`src/rtl/channel_readout_pkg.sv`:
```
// Shared types and helpers for the channel readout event FIFO.
package channel_readout_pkg;

    localparam int DATA_W_DEFAULT = 16;

    typedef enum logic [0:0] {
        IDLE   = 1'b0,
        STREAM = 1'b1
    } rd_state_e;

    function automatic int ptr_w(input int depth);
        return $clog2(depth);
    endfunction

endpackage

```
`src/rtl/channel_fifo_mem.sv`:
```
// Event storage: DEPTH x DATA_W words plus a per-entry end-of-event flag,
// combinational read, with a separate port that marks an earlier entry as last.
module channel_fifo_mem
    import channel_readout_pkg::*;
#(
    parameter int DEPTH  = 64,
    parameter int DATA_W = DATA_W_DEFAULT,
    parameter int PTR_W  = ptr_w(DEPTH)
) (
    input  logic              clk,
    input  logic              wr_en,
    input  logic [PTR_W-1:0]  wr_addr,
    input  logic [DATA_W-1:0] wr_data,
    input  logic              wr_last,
    input  logic              flag_set,
    input  logic [PTR_W-1:0]  flag_addr,
    input  logic [PTR_W-1:0]  rd_addr,
    output logic [DATA_W-1:0] rd_data,
    output logic              rd_last
);

    logic [DATA_W-1:0] data_mem [DEPTH];
    logic [DEPTH-1:0]  flag_reg;

    always_ff @(posedge clk) begin
        if (wr_en) begin
            data_mem[wr_addr] <= wr_data;
        end
    end

    // Flag set targets the previous entry, so it never collides with a write.
    generate
        for (genvar gi = 0; gi < DEPTH; gi++) begin : g_flag
            always_ff @(posedge clk) begin
                if (wr_en && (wr_addr == PTR_W'(gi))) begin
                    flag_reg[gi] <= wr_last;
                end else if (flag_set && (flag_addr == PTR_W'(gi))) begin
                    flag_reg[gi] <= 1'b1;
                end
            end
        end
    endgenerate

    assign rd_data = data_mem[rd_addr];
    assign rd_last = flag_reg[rd_addr];

endmodule

```
`src/rtl/channel_readout_fifo.sv`:
```
// Event FIFO behind the channel digital top: groups write bursts into events.
// Optional drop counter enabled by defining CHANNEL_FIFO_DROP_COUNT_EN.
module channel_readout_fifo
    import channel_readout_pkg::*;
#(
    parameter int DEPTH     = 64,
    parameter int DATA_W    = DATA_W_DEFAULT,
    parameter int EVT_CNT_W = 8
) (
    input  logic                 clk,
    input  logic                 reset,
    input  logic                 i_Write,
    input  logic [DATA_W-1:0]    i_Data,
    output logic                 o_HalfFull,
    output logic                 o_Full,
    output logic [DATA_W-1:0]    o_Data,
    output logic                 o_Last,
    output logic                 o_Valid,
    input  logic                 i_Ready,
    output logic [EVT_CNT_W-1:0] o_EventCount,
    output logic                 o_Overflow,
    input  logic                 i_ClearOverflow,
    output logic [15:0]          o_DropCount
);

    localparam int PTR_W = ptr_w(DEPTH);
    localparam int CNT_W = PTR_W + 1;
    localparam logic [0:0] ST_IDLE   = IDLE;
    localparam logic [0:0] ST_STREAM = STREAM;
    localparam logic [EVT_CNT_W-1:0] EVT_MAX = {EVT_CNT_W{1'b1}};

    logic [PTR_W-1:0]     wr_ptr_reg;
    logic [PTR_W-1:0]     rd_ptr_reg;
    logic [CNT_W-1:0]     count_reg;
    logic                 hold_valid_reg;
    logic [DATA_W-1:0]    hold_data_reg;
    logic                 evt_open_reg;
    logic [EVT_CNT_W-1:0] evt_count_reg;
    logic                 overflow_reg;
    logic [0:0]           state_reg;
    logic [0:0]           state_next;

    logic              full;
    logic              push;
    logic              push_last;
    logic              store;
    logic              drop;
    logic              trunc;
    logic              streaming;
    logic              pop;
    logic              evt_inc;
    logic              evt_dec;
    logic [PTR_W-1:0]  prev_addr;
    logic [DATA_W-1:0] rd_data_raw;
    logic              rd_last_raw;

    // The held word is the event's last one when the write strobe has gone low.
    assign full      = (count_reg == CNT_W'(DEPTH));
    assign push      = hold_valid_reg;
    assign push_last = ~i_Write;
    assign store     = push & ~full;
    assign drop      = push & full;
    assign trunc     = drop & push_last & evt_open_reg;
    assign streaming = (state_reg == ST_STREAM);
    assign pop       = streaming & i_Ready;
    assign evt_inc   = (store & push_last) | trunc;
    assign evt_dec   = pop & rd_last_raw;
    assign prev_addr = wr_ptr_reg - PTR_W'(1);

    channel_fifo_mem #(
        .DEPTH  (DEPTH),
        .DATA_W (DATA_W),
        .PTR_W  (PTR_W)
    ) u_mem (
        .clk       (clk),
        .wr_en     (store),
        .wr_addr   (wr_ptr_reg),
        .wr_data   (hold_data_reg),
        .wr_last   (push_last),
        .flag_set  (trunc),
        .flag_addr (prev_addr),
        .rd_addr   (rd_ptr_reg),
        .rd_data   (rd_data_raw),
        .rd_last   (rd_last_raw)
    );

    always_comb begin
        state_next = state_reg;
        case (state_reg)
            ST_IDLE:   if (evt_count_reg != '0) state_next = ST_STREAM;
            ST_STREAM: if (evt_dec) state_next = ST_IDLE;
            default:   state_next = ST_IDLE;
        endcase
    end

    always_ff @(posedge clk) begin
        if (reset) begin
            wr_ptr_reg     <= '0;
            rd_ptr_reg     <= '0;
            count_reg      <= '0;
            hold_valid_reg <= 1'b0;
            hold_data_reg  <= '0;
            evt_open_reg   <= 1'b0;
            evt_count_reg  <= '0;
            overflow_reg   <= 1'b0;
            state_reg      <= ST_IDLE;
        end else begin
            hold_valid_reg <= i_Write;
            if (i_Write) begin
                hold_data_reg <= i_Data;
            end
            if (store) begin
                wr_ptr_reg <= wr_ptr_reg + PTR_W'(1);
            end
            if (pop) begin
                rd_ptr_reg <= rd_ptr_reg + PTR_W'(1);
            end
            count_reg <= count_reg + CNT_W'(store) - CNT_W'(pop);
            // Remembers whether any word of the in-flight event reached memory.
            if (push) begin
                evt_open_reg <= push_last ? 1'b0 : (evt_open_reg | store);
            end
            if (evt_inc && !evt_dec && (evt_count_reg != EVT_MAX)) begin
                evt_count_reg <= evt_count_reg + EVT_CNT_W'(1);
            end else if (evt_dec && !evt_inc && (evt_count_reg != '0)) begin
                evt_count_reg <= evt_count_reg - EVT_CNT_W'(1);
            end
            if (drop) begin
                overflow_reg <= 1'b1;
            end else if (i_ClearOverflow) begin
                overflow_reg <= 1'b0;
            end
            state_reg <= state_next;
        end
    end

`ifdef CHANNEL_FIFO_DROP_COUNT_EN
    logic [15:0] drop_count_reg;

    always_ff @(posedge clk) begin
        if (reset) begin
            drop_count_reg <= '0;
        end else if (i_ClearOverflow) begin
            drop_count_reg <= drop ? 16'd1 : 16'd0;
        end else if (drop && (drop_count_reg != 16'hFFFF)) begin
            drop_count_reg <= drop_count_reg + 16'd1;
        end
    end

    assign o_DropCount = drop_count_reg;
`else
    assign o_DropCount = '0;
`endif

    assign o_HalfFull   = (count_reg >= CNT_W'(DEPTH / 2));
    assign o_Full       = full;
    assign o_Valid      = streaming;
    assign o_Data       = streaming ? rd_data_raw : '0;
    assign o_Last       = streaming & rd_last_raw;
    assign o_EventCount = evt_count_reg;
    assign o_Overflow   = overflow_reg;

endmodule

```
`config.mk`:
```
export PLATFORM = sky130hd
export DESIGN_NAME = channel_readout_fifo
export DESIGN_NICKNAME = d
export VERILOG_FILES = /design/src/rtl/channel_readout_pkg.sv /design/src/rtl/channel_fifo_mem.sv /design/src/rtl/channel_readout_fifo.sv
export SDC_FILE = /design/constraint.sdc
export NUM_CORES = 1
export LEC_CHECK = 0
export CORE_MARGIN = 5
export CORE_UTILIZATION = 45
export CTS_CLUSTER_SIZE = 25
export DETAILED_ROUTE_END_ITERATION = 12
export DONT_BUFFER_PORTS = 1
export GPL_TIMING_DRIVEN = 0
export HOLD_SLACK_MARGIN = 0.08
export PLACE_DENSITY = 0.56
export SETUP_SLACK_MARGIN = 0.15
export SYNTH_ARGS = -nofsm -noshare
export SYNTH_HDL_FRONTEND = slang
export SYNTH_SLANG_ARGS = --single-unit
```
`constraint.sdc`:
```
create_clock -name clk -period 7.8 [get_ports clk]
set_clock_uncertainty 0.2 [all_clocks]
set_input_delay 1.56 -clock clk [delete_from_list [all_inputs] [get_ports clk]]
set_output_delay 1.56 -clock clk [all_outputs]
set_load 0.05 [all_outputs]
```
; Word-level counts from Yosys, hierarchy flattened
; Memory sizes are Yosys's and may differ from the RTL's. A register that Yosys moved wholly into a read port is not among the register bits.
; Index checks and enable logic that the tools add are counted.
[totals]
reg_bits = 111
ramBits = 1024
input_bits = 21
output_inout_bits = 45
wordCells = 570
mem_count = 1
[mem_list]
columns = name, depth, width, rd, rd_clocked_by_memory_dff, write_ports, line
row1 = u_mem.data_mem, 64, 16, 1, 1, 1, channel_fifo_mem.sv:22  ; logic [DATA_W-1:0] data_mem [DEPTH];
[classes]
n_addsub = 7
n_lt_le_gt_ge = 2
n_eq_ne = 128
n_mux = 143
n_bitwise = 13
reduce_logical = 203
[ops]
columns = operator, count
row1 = "equality test 6 bit, second input constant", 64
row2 = "equality test 6 x 5 -> 1 bit, second input constant", 32
row3 = 2-to-1 mux 1 bit, 136
row4 = logical AND 1 bit, 132
row5 = nonzero test 2 bit, 66
row6 = "equality test 6 x 4 -> 1 bit, second input constant", 16
row7 = "equality test 6 x 3 -> 1 bit, second input constant", 8
row8 = "equality test 6 x 2 -> 1 bit, second input constant", 4
row9 = 2-to-1 mux 16 bit, 1
row10 = 2-to-1 mux 8 bit, 2
row11 = "adder 6 x 1 -> 6 bit, second input constant", 2
row12 = "equality test 6 x 1 -> 1 bit, second input constant", 2
row13 = zero test 6 bit, 2
row14 = 2-to-1 mux 6 bit, 2
row15 = "adder 8 x 1 -> 8 bit, second input constant", 1
row16 = bitwise AND 1 bit, 8
row17 = "inequality test 8 bit, second input constant", 1
row18 = nonzero test 8 bit, 1
row19 = "subtractor 8 x 1 -> 8 bit, second input constant", 1
row20 = adder 7 x 1 -> 7 bit, 1
row21 = "equality test 7 bit, second input constant", 1
row22 = ">= comparator 7 x 6 -> 1 bit, second input constant", 1
row23 = "less-than comparator 6 x 7 -> 1 bit, second input constant", 1
row24 = subtractor 7 x 1 -> 7 bit, 1
row25 = other kinds (6), 10

; Depth between registers and ports, before layout
[logic_depth]
ltp_word = 10
depth_mapped = 19
ltp_nobuf = 18

; Hierarchy
; A second synthesis with hierarchy kept.
[unflattened]
hier_cells = 2309
area_unflattened_um2 = 45658.8
[by_module_without_submodules]
columns = module, n_inst, cells_each, area_per_inst_um2, seq_area_each_um2
row1 = channel_fifo_mem, 1, 2003, 42928.7, 32671.3
row2 = channel_readout_fifo, 1, 306, 2730.1, 940.9

; Least setup slack after synthesis
; No wires, ideal clock.
[synth_path]
kind = input to register
from = input i_Write
to = register evt_count_reg[7], in the netlist o_EventCount[7]
setup_time_ns = 0.121
t_arrival_ns = 4.501
required_ns = 7.479
setup_slack_ns = 2.978
stages = 14
path_buffers = 2
cell_sequence = clkbuf_1 -> nor2b_1 -> o21ai_0 -> o21bai_1 -> or3_1 -> buf_6 -> ha_1 -> a21o_1 -> a21oi_1 -> o21bai_1 -> a2111oi_0 -> nor3_1 -> mux2i_1 -> mux2_2
[synth_between]
elab_chain_len = 8
word_cells_on_any_way = 12
classes_between = mux: 1 / bitwise: 5 / reduce/logical: 6
[synth_lines]
columns = item, line
row1 = start: declaration, channel_readout_fifo.sv:12  ; input logic i_Write,
row2 = NOT 1 bit *, channel_readout_fifo.sv:60  ; assign push_last = ~i_Write;
row3 = bitwise AND 1 bit (2 in series), channel_readout_fifo.sv:63  ; assign trunc = drop & push_last & evt_open_reg;
row4 = OR 1 bit *, channel_readout_fifo.sv:66  ; assign evt_inc = (store & push_last) | trunc;
row5 = zero test 1 bit, channel_readout_fifo.sv:125  ; end else if (evt_dec && !evt_inc && (evt_count_reg != '0)) begin
row6 = logical AND 1 bit (2 in series), channel_readout_fifo.sv:125
row7 = nonzero test 2 bit (no line), -
row8 = end signal: assignment, channel_readout_fifo.sv:124  ; evt_count_reg <= evt_count_reg + EVT_CNT_W'(1);
row9 = end signal: assignment, channel_readout_fifo.sv:126  ; evt_count_reg <= evt_count_reg - EVT_CNT_W'(1);
row10 = end: declaration, channel_readout_fifo.sv:38  ; logic [EVT_CNT_W-1:0] evt_count_reg;
; Every way passes the cells marked *; elsewhere a longest branch is shown, timed or not.
; A chain may end at the register's enable or synchronous reset.

==> qor.yml <==
status:
  status: "finished clean"
logic_synthesis:
  yosysTopAreaCell: "edfxtp_1"
  synth_cell_types: 57
  netlist.area_leader.share_pct: 71.84
  netlist_area_um2: 45480
  synthFlopType: "edfxtp_1"
  postSynthAreaPerCell_um2: 20.82
  postSynthCellCount: 2184
  synth-async-reset-ratio_pct: 0
  synth_seq_cells: 1141
  synth_seq_area_share_pct: 74.17
  synth.area.top_cells: "edfxtp_1, mux4_2, dfxtp_1"
  yosys_warnings: 0
  synth_edf_count: 1088
route:
  drtPass1Iterations: 5
  drt_iter0_drc: 2322
  wl_met3_um: 7083
  ant_nets: 0
  dr_wl_met2_um: 54920
  num_vias: 22460
  routed_wl_um: 114700
  highest_layer: "met4"
  m1WireLength_um: 49650
  route.detailed.drc: 0
  drt-wirelength-per-cell_um: 30.34
  routed_via_density: 5.943
floorplan:
  io_pins: 66
  die-height_um: 327.9
  fp.dieArea_um2: 107500
  die_w_um: 327.9
  num_rows: 116
  start_util_pct: 45.41
  core_um2: 100100
layout:
  largest_reg_flops: 1024
  final_nets: 2432
  mostFrequentLayoutCell: "edfxtp_1"
  synthToLayoutAreaGrowth_pct: 14.85
  most-common-layout-cells: "edfxtp_1, mux4_2, clkbuf_16, clkbuf_1, nand2_1"
  drive_above_1_share_pct: 28.96
  fillCellCount: 7851
worst_setup_path:
  crit_slowest_cell: "clkbuf_1"
  required_ns: 6.04
  cp.arrival_ns: 4.87
  endpoint_kind: "output pin"
  max_stage_delay_ns: 0.89
  crit_chain: "clkbuf_1 > clkbuf_1 > mux4_2 > mux4_2 > mux4_2 > and2_1"
  reg2reg_slack_ns: 3.18
  worstSetupPathType: "reg -> out"
  worst_r2r_path_depth: 9
  critPathMaxFanout: 10
  startpoint_type: "flop"
  path_common_cell: "mux4_2"
clock_network:
  htreeDepth: 3
  cts_root_buf: "clkbuf_16"
  cts.reportedPaths.clkPinSlew_ns: 0.06
  cts_sinks: 1141
  cts_buffers: 115
  hold_buffers: 0
  ctsResizeCount: 0
  insertion_delay_ns: 0.68
  postCtsSetupBuffers: 0
  cts_tree: "yes"
  clk_path_buf_depth: 3
sta:
  min_period_ns: 6.630
  clock.fmax_mhz: 150.8
  grt_setup_unrepaired: "false"
  whs_ns: 0.3306
  slew_headroom_pct: 21.22
  final.setup.tns_ns: 0
  finalCritPeriodShare_pct: 85.00
  finalHoldViolations: 0
  maxSlewViolCount: 0
  setup_viol: 0
  tightest_slew_ns: 1.178
placement:
  gp_congestion: 0.9186
  dp.final_hpwl_um: 79520
  portBuffers: 0
global_route:
  grt_pass1_wl_um: 164900
  grt_overflow: 0
  grt_max_degree: 53
  grt_use_total_pct: 21.36
  antenna_found_initial: 3
  grt_pass1_vias: 22720
worst_hold_path:
  hold_class: "reg -> reg"
  hold-path-cell-count: 2
power:
  total_leakage_power_nw: 15.79
  power_per_cell_area_nw_per_um2: 271.4
  ir_worst_vdd_v: 0.0001718
flow_run:
  max_cap_violations: 0
==> Yosys cell counts (all sizes together) (2+ instances only) <==
cell    count
nand3b      3
o221ai      2
nor3b       3
o22ai      64
and4b       3
xnor2      10
clkbuf     85
nand2     105
a21o        3
nor3        5
nand4      12
xor2       10
mux4      348
dfxtp      53
or2         6
nand4b      6
o21bai      4
mux2i      21
a221oi      2
nand3      27
edfxtp   1088
o31ai       6
and3b       2
nor4        5
a21oi      13
nor2      131
fa          2
o21ai       8
nand2b      6
inv        20
nor2b       6
buf        58
and2       19
or3         7
ha         26
mux2        6
==> area by class of cell <==
cell class	count	area [um2]	area share [%]
Inverter	21	78.83	0.1509
Buffer	143	695.7	1.332
Tap cell	1298	1624	3.109
Clock buffer	145	3139	6.010
Clock inverter	68	626.9	1.200
Timing Repair Buffer	67	1125	2.154
Sequential cell	1141	33750	64.62
Multi-Input combinational cell	894	11190	21.42
Antenna cell	2	5.005	0.009582
==> critical path: cells and delay by family (launching register included) <==
family	cells	cell delay (ns)
buf+inv	2	1.76
mux	3	1.54
flops	1	0.45
simple gates	1	0.40
==> cells by family (layout without fill, tap and decap cells) <==
kind of cell,after synthesis,in the layout,synth area share [%]
flip-flops,1141,1141,74.17
multiplexers,375,375,17.91
AND/OR/NAND/NOR,350,350,3.549
buffers and inverters,164,444,1.703
AO/OA/AOI/OAI,105,105,1.469
adder cells (fa/ha/maj),28,28,0.8033
XOR/XNOR,20,20,0.3851
other,1,18,0.008246
==> per-stage QoR <==
stage                     utilization (%)  cells  total power [W]  setup WS (ns)  cell area (um2)
final                               52.16   3779          0.01418          1.170            52230
after global routing                52.15   3777          0.01468         0.9800            52230
after CTS                           52.15   3777          0.01432          1.082            52230
after detailed placement            48.39   3564         0.008856          1.848            48460
after global placement              47.09   3497         0.008810          1.815            47160
after floorplan                         -   2199         0.008259          2.978            45530
==> power breakdown <==
group / internal (W) / total [W] / leakage, nW / switching [W]
combinational: 0.000756 / 0.00179 / 3.73 / 0.00103
sequential: 0.00676 / 0.00692 / 10.2 / 0.000159
clock: 0.00323 / 0.00547 / 1.85 / 0.00224
total: 0.0107 / 0.0142 / 15.8 / 0.00343
==> final timing paths <==
kind | from | end
min reg2reg | evt_open_reg | evt_open_reg
min | evt_open_reg | evt_open_reg
max reg2reg | count_reg[3] | u_mem.data_mem[60][1]
max | flop | o_Data[2]
==> metal layers <==
layer | vias to the layer above | track usage (%)
li1 | 9429 | -
met1 | 12080 | 31.29
met2 | 796 | 33.80
met3 | 150 | 3.464
met4 | 0 | 5.983
met5 | - | 0
Power figures use the tool's default switching activity.
